File: config.mk
export PLATFORM = sky130hd
export DESIGN_NAME = gpr_wb_arbiter
export DESIGN_NICKNAME = d
export VERILOG_FILES = /design/src/rtl/gpr_wb_arbiter.sv
export SDC_FILE = /design/constraint.sdc
export NUM_CORES = 1
export LEC_CHECK = 0
export CAP_MARGIN = 15
export CORE_ASPECT_RATIO = 1.5
export CORE_MARGIN = 4
export CORE_UTILIZATION = 49
export CTS_BUF_LIST = sky130_fd_sc_hd__clkbuf_4 sky130_fd_sc_hd__clkbuf_8
export DETAILED_ROUTE_END_ITERATION = 8
export PLACE_DENSITY_LB_ADDON = 0.15
export RECOVER_POWER = 25
export SYNTH_ARGS = -nofsm -noshare
export SYNTH_HDL_FRONTEND = slang
export SYNTH_SLANG_ARGS = --single-unit
File: constraint.sdc
create_clock -name clk -period 6.45 [get_ports clk]
set_input_delay 1.29 -clock clk [delete_from_list [all_inputs] [get_ports clk]]
set_output_delay 1.29 -clock clk [all_outputs]
set_load 0.005 [all_outputs]
File: src/rtl/gpr_wb_arbiter.sv
// Write-back arbiter for the single GPR write port: ALU vs load path with aging,
// one-cycle registered write slot, and a per-register pending scoreboard for decode.
module gpr_wb_arbiter #(
  parameter int unsigned REG_NUM    = 32,
  parameter int unsigned ADDR_W     = 5,
  parameter int unsigned DATA_W     = 32,
  parameter int unsigned STARVE_MAX = 3
) (
  input  logic              clk,
  input  logic              reset,
  input  logic              alu_req,
  input  logic [ADDR_W-1:0] alu_addr,
  input  logic [DATA_W-1:0] alu_data,
  output logic              alu_gnt,
  input  logic              mem_req,
  input  logic [ADDR_W-1:0] mem_addr,
  input  logic [DATA_W-1:0] mem_data,
  output logic              mem_gnt,
  input  logic              issue_valid,
  input  logic [ADDR_W-1:0] issue_addr,
  input  logic [ADDR_W-1:0] rd_addr_0,
  input  logic [ADDR_W-1:0] rd_addr_1,
  output logic              hazard_0,
  output logic              hazard_1,
  output logic              gpr_we_,
  output logic [ADDR_W-1:0] gpr_wr_addr,
  output logic [DATA_W-1:0] gpr_wr_data
);

  localparam int unsigned CNT_W = (STARVE_MAX > 0) ? $clog2(STARVE_MAX + 1) : 1;
  localparam logic [CNT_W-1:0] STARVE_LIM = CNT_W'(STARVE_MAX);

  logic [CNT_W-1:0]   starve_cnt;
  logic               starved;
  logic               commit;
  logic [REG_NUM-1:0] pending;
  logic [REG_NUM-1:0] pending_nxt;

  function automatic logic in_range(input logic [ADDR_W-1:0] a);
    return 32'(a) < REG_NUM;
  endfunction

  assign starved = (starve_cnt == STARVE_LIM);
  assign commit  = ~gpr_we_;

  always_comb begin
    alu_gnt = 1'b0;
    mem_gnt = 1'b0;
    if (!reset) begin
      if (alu_req && (!mem_req || starved)) alu_gnt = 1'b1;
      else if (mem_req)                     mem_gnt = 1'b1;
    end
  end

  // Clear first, then set, so a same-edge issue to the committing register wins.
  always_comb begin
    pending_nxt = pending;
    if (commit && in_range(gpr_wr_addr))
      pending_nxt[gpr_wr_addr] = 1'b0;
    if (issue_valid && in_range(issue_addr))
      pending_nxt[issue_addr] = 1'b1;
  end

  // The commit cycle masks the hazard because the register file forwards on read.
  always_comb begin
    hazard_0 = in_range(rd_addr_0) && pending[rd_addr_0] &&
               !(commit && (gpr_wr_addr == rd_addr_0));
    hazard_1 = in_range(rd_addr_1) && pending[rd_addr_1] &&
               !(commit && (gpr_wr_addr == rd_addr_1));
  end

  always_ff @(posedge clk or posedge reset) begin
    if (reset) begin
      gpr_we_     <= 1'b1;
      gpr_wr_addr <= '0;
      gpr_wr_data <= '0;
      starve_cnt  <= '0;
      pending     <= '0;
    end else begin
      gpr_we_ <= ~(alu_gnt | mem_gnt);
      if (alu_gnt) begin
        gpr_wr_addr <= alu_addr;
        gpr_wr_data <= alu_data;
      end else if (mem_gnt) begin
        gpr_wr_addr <= mem_addr;
        gpr_wr_data <= mem_data;
      end
      if (!alu_req || alu_gnt)
        starve_cnt <= '0;
      else if (!starved)
        starve_cnt <= starve_cnt + 1'b1;
      pending <= pending_nxt;
    end
  end

endmodule

* Yosys cells after proc, flatten, opt, wreduce, memory -nomap -nowiden
Cells that the tools add are included.
Storage, ports and cells: register bits after elaboration 72, latch bits 0, RAM bits 0, ROM bits 0, input bits 94, output and inout port bits 42, word-level logic and storage cells 57, memories 0
Cells by class: add/subtract/negate cells 1, $mul 0, divide/modulo/power cells 0, $lt $le $gt $ge 6, equality and inequality tests 4, shifts and indexed selects 0, muxes and demuxes 21, bitwise operators 6, reductions and logical operators 14
Operators by type and width (count):
- two-way mux 32 bit | 4
- bitwise AND 32 bit | 1
- inverter 32 bit | 1
- OR 32 bit | 1
- < comparator 5 x 6 -> 1 bit, second input constant | 4
- binary-select mux 1 bit (select 5 bit) | 2
- demux 1 bit (select 5 bit) | 2
- equality test 5 bit | 2
- >= comparator 5 x 1 -> 1 bit, second input constant | 2
- two-way mux 5 bit | 2
- two-way mux 1 bit | 9
- logical AND 1 bit | 7
- logical NOT 1 bit | 4
- two-way mux 2 bit | 2
- adder 2 x 1 -> 2 bit, second input constant | 1
- equality test 2 bit, second input constant | 1
- logical OR 1 bit | 2
- inequality test 2 x 1 -> 1 bit, second input constant | 1
- inverter 1 bit | 2
- nonzero test 2 bit | 1
- OR 1 bit | 1

* Logic depth before layout (Yosys ltp)
depth after elaboration 9, gate-level depth with buffers 8, depth with buffers taken out 6

* Least setup slack after synthesis
No wires, ideal clock.
kind input -> output, start point in reset, end point out alu_gnt, data arrival time 3989 ps, data required time 5160 ps, path slack 1171 ps, cell stages on the path 4, path buffers 1, cell sequence inv_1 > nand3_1 > inv_1 > buf_1
Between the ends: word-level cells in the longest chain between the ends 1
Ends and longest elaborated chain:
- start, declared | line 10 | input logic reset,
- two-way mux 1 bit | line 49 | if (!reset) begin
- end, declared | line 14 | output logic alu_gnt,
Every way passes these cells.

* Worst setup path after layout
start point in rd_addr_0[0], end point out hazard_0
Between the ends: word-level cells in the longest chain between the ends 4, elaborated cells between the ends (all ways) 6, those cells by class 1 x eq/ne; 2 x mux; 3 x reduce/logical
Ends and longest elaborated chain:
- start, declared | line 21 | input logic [ADDR_W-1:0] rd_addr_0,
- branches (longest 3 deep; another with binary-select mux 1 bit (select 5 bit))
- logical AND 1 bit * | line 66 | hazard_0 = in_range(rd_addr_0) && pending[rd_addr_0] &&
- end, declared | line 23 | output logic hazard_0,
Mark *: on every way between the ends. The select of a mux whose other input is x is not followed.

==> metrics.md <==
| Metric | Value |
|---|---|
| Status | `finished, violations left` |
| Failing checks | `capacitance limit, slew limit` |
| Combinational family with the most area after synthesis | `compound AO/OA/AOI/OAI gates` |
| DP Worst Slack | `1340 ps` |
| Max-cap viol count | `1` |
| DR WL/cell | `roughly 19 µm` |
| Num CTS Buffers | `9` |
| CP Capture Type | `output port` |
| Hold Startpoint | `gpr_wr_data[4]` |
| Ys async rst share | `1.00` |
| Compound-Gate Fraction of Synth Area | `0.208` |
| Hold WC Path Type | `reg -> reg` |
| Tmin final | `between 5000 and 6000 ps` |
| M1 WL | `4140 µm` |
| VDD IR max | `196 µV` |
| Hold WS | `514 ps` |
| CTS H-tree depth | `3` |
| Lkg Pwr | `~2.0 nW` |
| RSZ-0062 raised after global routing | `false` |
| Synth Area in XOR/XNOR | `0.0258` |
| GPL Wtd Cong | `1.01` |
| Die width | `79.3 µm` |
| Sequential-to-total area share from yosys stat | `0.483` |
| CTS Hold Bufs | `0` |
| Required @ worst endpoint | `5160 ps` |
| Initial antenna violation count | `0` |
| Worst-Margin Slew | `3830 ps` |
| Antenna Violating Nets Remaining | `0` |
| Kind of critical path | `in -> out` |
| Max-slew violation count | `73` |
| Mux contribution to synthesized area | `0.118` |
| Reg clk slew, reported paths | `70 ps` |
| Yosys reg bits | `72` |
| Clock buffer depth | `2` |
| Post-CTS Setup Bufs | `0` |
| RR Startpoint | `starve_cnt[0]` |
| TritonCTS Sinks | `72` |
| Post-synth cell types | `36` |
| Net count after synthesis | `473` |
| Fin nets | `slightly below 600` |
| DR vias/cell | `5.92` |
| Drt total wl | `approximately 12000 µm` |
| Global-route wire length before repair | `18200 µm` |
| Setup tns final | `0 ps` |
| Post-Syn Area | `between 3000 and 4000 µm²` |
| Vias in the first global route | `roughly 3800` |
| Period utilisation layout | `0.789` |
| Clock Latency Late Sink | `350 ps` |
| Area Growth Syn to Fin | `41.9%` |
| Syn Inst Count | `378` |
| Final number of setup-violating endpoints | `0` |
| Startpoint type of the worst setup path | `input port` |
| Total global-route track usage | `0.260` |
| Initial Util | `0.510` |
| 1st-pass router iterations | `5` |
| Slew HR | `-1.55` |
| Crit path DAT | `3800 ps` |
| Number of synthesized flops with an enable pin | `0` |
| Die H | `115 µm` |
| Full die area | `slightly above 9000 µm²` |
| CORE AREA | `about 7300 µm²` |
| Share of cells above drive strength 1 | `0.0634` |
| Final setup margin | `1360 ps` |
| TritonCTS clock tree | `done` |
| Post-Synth Simple-Gate Area | `0.125` |
| Largest net degree at the start of global routing | `73` |
| Util after Layout | `0.724` |
| Clock skew | `5.06 ps` |
| Initial DRC Count | `about 220` |
| Number of diodes | `0` |
| Uppermost layer routed | `met4` |
| Port Buffers | `135` |
| Via Count | `3581` |
| Routed wl met2 | `6010 µm` |
| Fmax | `~200 MHz` |
| Post-DP Area | `slightly above 5000 µm²` |
| Worst Setup SP | `rd_addr_0[0]` |
| Met3 wire length | `1030 µm` |
| Post-route design area | `roughly 5300 µm²` |
| Post-cts gate resize count | `0` |
| Syn avg cell area | `between 9 and 10 µm²` |
| Ys flop type | `dfrtp_1` |
| Post-Synth Adder-Cell Area | `0.00335` |
| Fin. Hold Viols | `0` |
| Cell Rows | `38` |
| PD cells | `288 nW/µm²` |
| HPWL reported at the end of detailed placement | `roughly 8500 µm` |
| Syn. warnings | `0` |
| FILL cells | `587` |
| IO Pins | `136` |
| Root Driver | `clkbuf_8` |
| GRT Residual Overflow | `0` |
| Worst Path Max Fanout | `9` |
| Flop-to-flop setup slack | `4420 ps` |
| DRC errors left | `0` |
-- flip-flops by register name (all words and copies together) (netlist names) --
register	cells
pending	32
gpr_wr_data	32
gpr_we_	1
gpr_wr_addr	5
starve_cnt	2
-- cell type report --
cell class / instances / area (µm²) / area share
multi-input combinational: 275 / 1800 / 0.339
clock buffer: 13 / 173 / 0.0326
inverter: 3 / 11.3 / 0.00212
tap: 100 / 125 / 0.0236
clock inverter: 3 / 15.0 / 0.00283
timing repair buffer: 139 / 1380 / 0.260
sequential: 72 / 1800 / 0.340
-- cells in the final DEF, fill, tap and decap left out, types with 2 or more instances in the layout --
master           count
a211oi_1             2
buf_4                3
clkbuf_8            12
clkdlybuf4s50_1    132
clkinv_1             2
clkinv_2             3
dfrtp_1             71
dlygate4sd3_1        3
mux2i_1             14
mux4_1               5
mux4_2               7
nand2_1             37
nand2b_1             2
nand3_1              7
nand3b_1            10
nand4_1              2
nor2_1              18
nor2b_1              2
nor3_1               9
o21ai_0             94
o22ai_1             37
or3_1                4
or3b_2               3
xnor2_1              8
xor2_1               3
-- routing by layer --
layer / global-route usage / vias to the layer above
met2: 0.460 / 182
met3: 0.0964 / 31
li1: - / 1646
met4: 0.107 / 0
met5: 0 / -
met1: 0.277 / 1722
-- metrics by stage --
stage | total power, W | std cells
floorplan | 0.000935 | 378
global placement | 0.00117 | 589
detailed placement | 0.00119 | 589
CTS | 0.00153 | 605
global route | 0.00161 | 605
finish | 0.00153 | 605
-- worst paths after layout --
| kind | cells after the start | end |
|---|---|---|
| max in group asynchronous | 3 | gpr_wr_data[15] |
| worst min register to register | 2 | gpr_wr_data[4] |
| worst max register to register | 6 | gpr_wr_data[0] |
| worst min-delay path | 2 | gpr_wr_data[4] |
| min in group asynchronous | 3 | gpr_wr_data[29] |
| worst max-delay path | 6 | hazard_0 |
-- cells in the mapped netlist, drive strengths merged (3+ instances only) --
master  instances  area [µm²]
buf            12        65.1
clkbuf         16        60.1
dfrtp          71        1780
inv             3        11.3
mux2i          14         140
mux4           12         289
nand2          37         139
nand3           7        35.0
nand3b         10        75.1
nor2           18        67.6
nor3            9        45.0
o21ai          94         470
o22ai          37         231
or3             4        25.0
or3b            3        26.3
xnor2           8        70.1
xor2            3        26.3
-- logic make-up after synthesis --
kind of cell,count (synthesis)
simple gates,96
compound gates,140
mux,27
buf+inv,31
flops,72
fa+ha+maj,1
xor+xnor,11
-- power by group --
group | internal [W] | leakage, nW | switching [W] | total [W]
Combinational | 0.000283 | 1.08 | 0.000184 | 0.000466
Sequential | 0.000588 | 0.796 | 0.000136 | 0.000724
Clock | 0.000174 | 0.103 | 0.000161 | 0.000335
Total | 0.00104 | 1.98 | 0.000481 | 0.00153
-- worst max-delay path, stage by stage --
cell             delay [ps]
clkdlybuf4s50_1         720
mux4_1                  600
nor2b_1                 140
a2111oi_0               460
a2111oi_1               110
clkdlybuf4s50_1         470
(Power assumes the default switching activity.)
